<file path="src/rtl/ps2_key_mmio.sv">
// PS/2 keyboard event port: decodes E0/F0 prefixes into tagged key events,
// queues them in a FIFO and exposes the queue plus display mirror words on a word bus.
//
// state   | meaning
// S_IDLE  | no prefix pending
// S_E0    | E0 seen, extended key expected
// S_F0    | F0 seen, release of a normal key expected
// S_E0F0  | E0 F0 seen, release of an extended key expected
module ps2_key_mmio #(
    parameter int DEPTH        = 16,
    parameter int BASE_ADDR    = 10,
    parameter int NUM_MIRROR   = 2,
    parameter int FILTER_BREAK = 0
) (
    input  logic                    clk,
    input  logic                    rst,
    input  logic                    kb_valid,
    input  logic [7:0]              kb_code,
    input  logic                    bus_we,
    input  logic                    bus_re,
    input  logic [31:0]             bus_addr,
    input  logic [31:0]             bus_wd,
    output logic [31:0]             bus_rd,
    output logic [32*NUM_MIRROR-1:0] mirror_out,
    output logic                    key_pending,
    output logic                    overflow
);

    localparam int AW = $clog2(DEPTH);
    localparam int CW = AW + 1;

    typedef enum logic [1:0] {
        S_IDLE = 2'd0,
        S_E0   = 2'd1,
        S_F0   = 2'd2,
        S_E0F0 = 2'd3
    } state_t;

    state_t          r_state;
    logic [9:0]      r_mem [DEPTH];
    logic [AW-1:0]   r_wr_ptr;
    logic [AW-1:0]   r_rd_ptr;
    logic [CW-1:0]   r_count;
    logic            r_ovf;
    logic [31:0]     r_bus_rd;
    logic [31:0]     r_mirror [NUM_MIRROR];

    logic            w_push;
    logic [9:0]      w_ev;
    logic            w_push_ok;
    logic            w_empty;
    logic            w_full;
    logic [31:0]     w_off;
    logic            w_hit_status;
    logic            w_hit_data;
    logic            w_hit_ctrl;
    logic            w_pop;
    logic            w_wr;
    logic            w_flush;
    logic            w_ovf_clr;
    logic            w_ovf_set;
    logic [31:0]     w_rd_next;

    // Event decode is combinational so the push lands on the completing kb_valid edge.
    always_comb begin
        w_push = 1'b0;
        w_ev   = {2'b00, kb_code};
        if (kb_valid) begin
            case (r_state)
                S_IDLE: begin
                    if (kb_code != 8'hE0 && kb_code != 8'hF0) begin
                        w_push = 1'b1;
                    end
                end
                S_E0: begin
                    if (kb_code != 8'hF0) begin
                        w_push = 1'b1;
                        w_ev   = {2'b10, kb_code};
                    end
                end
                S_F0: begin
                    w_push = 1'b1;
                    w_ev   = {2'b01, kb_code};
                end
                default: begin
                    w_push = 1'b1;
                    w_ev   = {2'b11, kb_code};
                end
            endcase
        end
    end

    always_ff @(posedge clk) begin
        if (rst) begin
            r_state <= S_IDLE;
        end else if (kb_valid) begin
            case (r_state)
                S_IDLE: begin
                    if (kb_code == 8'hE0) begin
                        r_state <= S_E0;
                    end else if (kb_code == 8'hF0) begin
                        r_state <= S_F0;
                    end
                end
                S_E0:    r_state <= (kb_code == 8'hF0) ? S_E0F0 : S_IDLE;
                default: r_state <= S_IDLE;
            endcase
        end
    end

    assign w_push_ok = w_push && !((FILTER_BREAK != 0) && w_ev[8]);

    assign w_empty      = (r_count == '0);
    assign w_full       = (r_count == CW'(DEPTH));
    assign w_off        = bus_addr - 32'(BASE_ADDR);
    assign w_hit_status = (w_off == 32'd0);
    assign w_hit_data   = (w_off == 32'd1);
    assign w_hit_ctrl   = (w_off == 32'd2);

    assign w_pop     = bus_re && w_hit_data && !w_empty;
    // A pop on the same edge frees a slot, so a full FIFO still accepts the push.
    assign w_wr      = w_push_ok && (!w_full || w_pop);
    assign w_ovf_set = w_push_ok && w_full && !w_pop;
    assign w_flush   = bus_we && w_hit_ctrl && bus_wd[1];
    assign w_ovf_clr = bus_we && w_hit_ctrl && bus_wd[0];

    always_ff @(posedge clk) begin
        if (rst) begin
            r_wr_ptr <= '0;
            r_rd_ptr <= '0;
            r_count  <= '0;
        end else if (w_flush) begin
            r_wr_ptr <= '0;
            r_rd_ptr <= '0;
            r_count  <= '0;
        end else begin
            if (w_wr) begin
                r_wr_ptr <= r_wr_ptr + 1'b1;
            end
            if (w_pop) begin
                r_rd_ptr <= r_rd_ptr + 1'b1;
            end
            r_count <= r_count + CW'(w_wr) - CW'(w_pop);
        end
    end

    always_ff @(posedge clk) begin
        if (w_wr && !w_flush) begin
            r_mem[r_wr_ptr] <= w_ev;
        end
    end

    always_ff @(posedge clk) begin
        if (rst) begin
            r_ovf <= 1'b0;
        end else if (w_ovf_set) begin
            r_ovf <= 1'b1;
        end else if (w_ovf_clr) begin
            r_ovf <= 1'b0;
        end
    end

    always_ff @(posedge clk) begin
        if (rst) begin
            for (int i = 0; i < NUM_MIRROR; i++) begin
                r_mirror[i] <= '0;
            end
        end else if (bus_we) begin
            for (int i = 0; i < NUM_MIRROR; i++) begin
                if (w_off == 32'(4 + i)) begin
                    r_mirror[i] <= bus_wd;
                end
            end
        end
    end

    // Read mux sees pre-edge state, so a same-cycle write returns the old value.
    always_comb begin
        w_rd_next = '0;
        if (w_hit_status) begin
            w_rd_next = {15'b0, 9'(r_count), 5'b0, r_ovf, w_full, !w_empty};
        end else if (w_hit_data && !w_empty) begin
            w_rd_next = {22'b0, r_mem[r_rd_ptr]};
        end else begin
            for (int i = 0; i < NUM_MIRROR; i++) begin
                if (w_off == 32'(4 + i)) begin
                    w_rd_next = r_mirror[i];
                end
            end
        end
    end

    always_ff @(posedge clk) begin
        if (rst) begin
            r_bus_rd <= '0;
        end else if (bus_re) begin
            r_bus_rd <= w_rd_next;
        end
    end

    for (genvar g = 0; g < NUM_MIRROR; g++) begin : g_mirror
        assign mirror_out[32*g +: 32] = r_mirror[g];
    end

    assign bus_rd      = r_bus_rd;
    assign key_pending = !w_empty;
    assign overflow    = r_ovf;

endmodule

</file>
<file path="config.mk">
export PLATFORM = sky130hd
export DESIGN_NAME = ps2_key_mmio
export DESIGN_NICKNAME = d
export VERILOG_FILES = /design/src/rtl/ps2_key_mmio.sv
export SDC_FILE = /design/constraint.sdc
export NUM_CORES = 1
export LEC_CHECK = 0
export ABC_AREA = 1
export BUFFER_PORTS_ARGS = -buffer_cell sky130_fd_sc_hd__clkbuf_2
export CORE_ASPECT_RATIO = 1.1
export CORE_MARGIN = 4
export CORE_UTILIZATION = 58
export CTS_CLUSTER_SIZE = 20
export DETAILED_ROUTE_END_ITERATION = 16
export PLACE_DENSITY = 0.8
export SYNTH_ARGS = -nofsm -noshare
export SYNTH_HDL_FRONTEND = slang
export SYNTH_SLANG_ARGS = --single-unit
</file>
<file path="constraint.sdc">
create_clock -name clk -period 3.9 [get_ports clk]
set_input_delay 0.195 -clock clk [delete_from_list [all_inputs] [get_ports clk]]
set_output_delay 0.195 -clock clk [all_outputs]
set_load 0.01 [all_outputs]
</file>
==> insert_results.sql <==
INSERT INTO impl_metrics (metric_group, metric, value, unit) VALUES
('setup_path', 'r2r-end', 'r_count[4]$_SDFF_PP0_', ''),
('setup_path', 'startpoint_to_endpoint_class_of_the_critical_path', 'flip-flop to flip-flop', ''),
('setup_path', 'worst_ep_required_time', '4.31', 'ns'),
('detailed_routing', 'drt_first_pass_iters', '5', ''),
('clock_tree', 'cts_buffer_depth', '3', ''),
('yosys', 'mappedNetlistNets', '1466', ''),
('sta', 'setup_viol', '0', ''),
('placed_design', 'place.port_buffers', '174', ''),
('finish', 'layout.cell_area.non_filler', '0.0155', 'sq mm'),
('detailed_routing', 'drt-vias-per-instance', '5.68', ''),
('yosys', 'synth_warn', '0', ''),
('power', 'switchingPower', '1.66', 'mW'),
('power', 'power.ir.vdd_worst', '0.423', 'mV'),
('detailed_routing', 'drt-wirelength-per-cell', '18.8', 'microns'),
('yosys', 'post_synth_fa_ha_maj_area_fraction', '0.0120', ''),
('placed_design', 'gp_congestion', '0.931', ''),
('yosys', 'synth_edf_count', '224', ''),
('sta', 'finClkSkew', '0.0218', 'ns'),
('sta', 'finalCritPeriodShare', '0.836', ''),
('global_routing', 'global_route.usage.total', '0.280', ''),
('power', 'p_total', '6.88', 'mW'),
('sta', 'postLayoutSetupSlackWorst', '0.638', 'ns'),
('finish', 'area.growth.synth_to_final', '18.4', '%'),
('yosys', 'yosys-top-cells-area', 'sky130_fd_sc_hd__edfxtp_1, sky130_fd_sc_hd__nand2_1, sky130_fd_sc_hd__dfxtp_1', ''),
('setup_path', 'internal_reg_to_reg_setup_slack', '0.64', 'ns'),
('die', 'die_area', '0.0250', 'sq mm'),
('die', 'die_width', '151', 'microns'),
('power', 'pwr-share-seq', '0.488', ''),
('die', 'die_height', '166', 'microns'),
('setup_path', 'cp_slowest_cell', 'sky130_fd_sc_hd__dfxtp_1', ''),
('clock_tree', 'clockRootBuffer', 'sky130_fd_sc_hd__clkbuf_16', ''),
('yosys', 'synth_compound_area_frac', '0.0920', ''),
('clock_tree', 'post_cts.resized_instances', '0', ''),
('detailed_routing', 'final_antenna_net_count', '0', ''),
('clock_tree', 'path_clk_slew', '0.06', 'ns'),
('status', 'run_status', 'completed', ''),
('clock_tree', 'tritoncts', 'done', ''),
('setup_path', 'critPathTopFamily', 'simple AND/OR/NAND/NOR gates', ''),
('hold_path', 'hold_path.startpoint', 'bus_wd[30]', ''),
('hold_path', 'hold_path_end', 'r_mirror[0][30]$_DFFE_PP_', ''),
('clock_tree', 'number_of_clock_buffers_inserted_by_tritoncts', '27', ''),
('yosys', 'synth_async_sr_flop_share', '0', ''),
('yosys', 'ys_seq_elements', '276', ''),
('global_routing', 'first_pass_grt_wire_length', '55100', 'microns'),
('global_routing', 'maximum_number_of_pins_on_one_net_before_global_route_repair', '81', ''),
('power', 'power_density', '444', 'mW/mm^2'),
('sta', 'fmax', '0.307', 'GHz'),
('setup_path', 'r2r.worst_path.cells', '21', ''),
('detailed_routing', 'drc', '0', ''),
('setup_path', 'worstPathCellList', 'inv_1 -> ha_1 -> inv_1 -> nor4_1 -> inv_1 -> nand2_1 -> nor3_4 -> nand3_4 -> nand2_4 -> nand2_4 -> o21ai_0 -> ha_1 -> inv_1 -> fa_1 -> inv_1 -> a21oi_1 -> nor2_1 -> nor2_1 -> xor2_1 -> inv_1 -> nor2_1', ''),
('sta', 'final_max_slew_viol_count', '0', ''),
('sta', 'worst_margin_slew', '0.938', 'ns'),
('placed_design', 'dp_cells', '1818', ''),
('power', 'cell_internal_pwr', '5.23', 'mW'),
('setup_path', 'path_buf_inv', '6', ''),
('job', 'drv.max_cap_violation_count', '0', ''),
('setup_path', 'worstPathArrival', '3.67', 'ns'),
('placed_design', 'dp_hpwl', '23600', 'microns'),
('detailed_routing', 'drt_iter0_drc', '1058', ''),
('setup_path', 'crit_path_max_incr_delay', '0.38', 'ns'),
('setup_path', 'timing.critical_path.fanout_max', '6', ''),
('power', 'share_clk_of_total_power', '0.407', ''),
('setup_path', 'worst_r2r_start', 'r_count[2]$_SDFF_PP0_', ''),
('sta', 'final.setup.tns', '0', 'ns'),
('yosys', 'synth_seq_area_share', '0.593', ''),
('finish', 'layout.cells.non_filler', '1891', ''),
('placed_design', 'detailed_place.area', '0.0143', 'sq mm'),
('setup_path', 'start_kind', 'flip-flop', ''),
('yosys', 'dominant_register_cell_in_the_synthesized_netlist', 'sky130_fd_sc_hd__edfxtp_1', ''),
('yosys', 'synthSimpleGateAreaFrac', '0.246', ''),
('placed_design', 'dpl_worst_slack', '0.321', 'ns');
## logic make-up (layout without fill, tap and decap cells)
| logic type | Yosys count | in the layout |
|---|---|---|
| simple gates | 705 | 705 |
| fa+ha+maj | 12 | 12 |
| buf+inv | 172 | 391 |
| flops | 276 | 276 |
| xor+xnor | 7 | 7 |
| compound gates | 205 | 205 |
## power by group through the flow
stage	sequential [mW]	combinational (mW)	clock, mW
floorplan	3.42	0.412	0
global placement	3.41	0.663	0
detailed placement	3.42	0.676	0
CTS	3.36	0.713	2.81
global route	3.37	0.785	2.96
finish	3.36	0.724	2.80
## cell type report
cell class / instances / area, sq um / share of cell area
Clock buffer: 35 / 746 / 0.0481
Clock inverter: 15 / 220 / 0.0142
Inverter: 117 / 444 / 0.0287
Timing Repair Buffer: 224 / 1300 / 0.0841
Multi-Input combinational cell: 929 / 4650 / 0.300
Sequential cell: 276 / 7770 / 0.501
Tap cell: 295 / 369 / 0.0238
## worst register-to-register path, cell delays in order (launching register included)
cell,delay (ns)
sky130_fd_sc_hd__dfxtp_1,0.38
sky130_fd_sc_hd__inv_1,0.08
sky130_fd_sc_hd__ha_1,0.20
sky130_fd_sc_hd__inv_1,0.07
sky130_fd_sc_hd__nor4_1,0.05
sky130_fd_sc_hd__inv_1,0.21
sky130_fd_sc_hd__nand2_1,0.15
sky130_fd_sc_hd__nor3_4,0.25
sky130_fd_sc_hd__nand3_4,0.11
sky130_fd_sc_hd__nand2_4,0.13
sky130_fd_sc_hd__nand2_4,0.08
sky130_fd_sc_hd__o21ai_0,0.23
sky130_fd_sc_hd__ha_1,0.21
sky130_fd_sc_hd__inv_1,0.06
sky130_fd_sc_hd__fa_1,0.38
sky130_fd_sc_hd__inv_1,0.09
sky130_fd_sc_hd__a21oi_1,0.06
sky130_fd_sc_hd__nor2_1,0.09
sky130_fd_sc_hd__nor2_1,0.06
sky130_fd_sc_hd__xor2_1,0.14
sky130_fd_sc_hd__inv_1,0.07
sky130_fd_sc_hd__nor2_1,0.04
## cells in the final DEF, fill, tap and decap left out, types with 3 or more instances in the layout
cell type                       Yosys  layout
sky130_fd_sc_hd__nor3_1             4       4
sky130_fd_sc_hd__buf_4              1      27
sky130_fd_sc_hd__nand3_1           82      82
sky130_fd_sc_hd__clkinv_2           0       6
sky130_fd_sc_hd__edfxtp_1         224     224
sky130_fd_sc_hd__a21oi_1           45      45
sky130_fd_sc_hd__dlygate4sd3_1      0      23
sky130_fd_sc_hd__nor2_1           231     231
sky130_fd_sc_hd__clkbuf_16          0      27
sky130_fd_sc_hd__clkbuf_1          40       4
sky130_fd_sc_hd__dfxtp_1           52      51
sky130_fd_sc_hd__nand2_1          289     289
sky130_fd_sc_hd__inv_2              8       9
sky130_fd_sc_hd__o21ai_1            3       3
sky130_fd_sc_hd__clkbuf_8           0       4
sky130_fd_sc_hd__nor2_2            15      15
sky130_fd_sc_hd__nand2_2           15      15
sky130_fd_sc_hd__nand3b_1          13      13
sky130_fd_sc_hd__bufinv_16          0       5
sky130_fd_sc_hd__a31oi_1            9       9
sky130_fd_sc_hd__ha_1              11      11
sky130_fd_sc_hd__o221ai_1          34      34
sky130_fd_sc_hd__nor2_4            18      18
sky130_fd_sc_hd__o21ai_2            3       3
sky130_fd_sc_hd__nand4_1           19      19
sky130_fd_sc_hd__clkinv_1           3       4
sky130_fd_sc_hd__o21ai_0           99      99
sky130_fd_sc_hd__xor2_1             6       6
sky130_fd_sc_hd__clkbuf_2           0     174
sky130_fd_sc_hd__nand2_4            5       5
sky130_fd_sc_hd__inv_1            105     104
sky130_fd_sc_hd__o22ai_1            6       6
## registers in the layout, indices dropped and copies added, names as in the netlist, named ones only
register / flops
r_mem: 160
bus_rd: 32
r_rd_ptr: 4
r_count: 5
overflow: 1
r_mirror: 64
r_state: 2
r_wr_ptr: 4
## layer usage
| layer | part of all wire | up-vias | global-route usage |
|---|---|---|---|
| met3 | 0.087 | 77 | 0.0513 |
| met2 | 0.50 | 510 | 0.485 |
| li1 | - | 5083 | - |
| met1 | 0.38 | 5065 | 0.357 |
| met5 | 0 | - | 0 |
| met4 | 0.029 | 0 | 0.0940 |
## worst max-delay path by stage
stage | startpoint | to | slack (ns) | cells after the start
detailed placement | bus_addr[1] | r_count[4]$_SDFF_PP0_ | 0.32 | 27
floorplan | bus_addr[1] | r_count[4]$_SDFF_PP0_ | 0.80 | 26
global placement | bus_addr[1] | r_count[4]$_SDFF_PP0_ | 0.39 | 27
CTS | r_count[2]$_SDFF_PP0_ | r_count[4]$_SDFF_PP0_ | 0.69 | 21
global route | kb_code[3] | r_count[4]$_SDFF_PP0_ | 0.38 | 20
finish | r_count[2]$_SDFF_PP0_ | r_count[4]$_SDFF_PP0_ | 0.64 | 21
No activity file was read; power rests on OpenSTA's default activity.
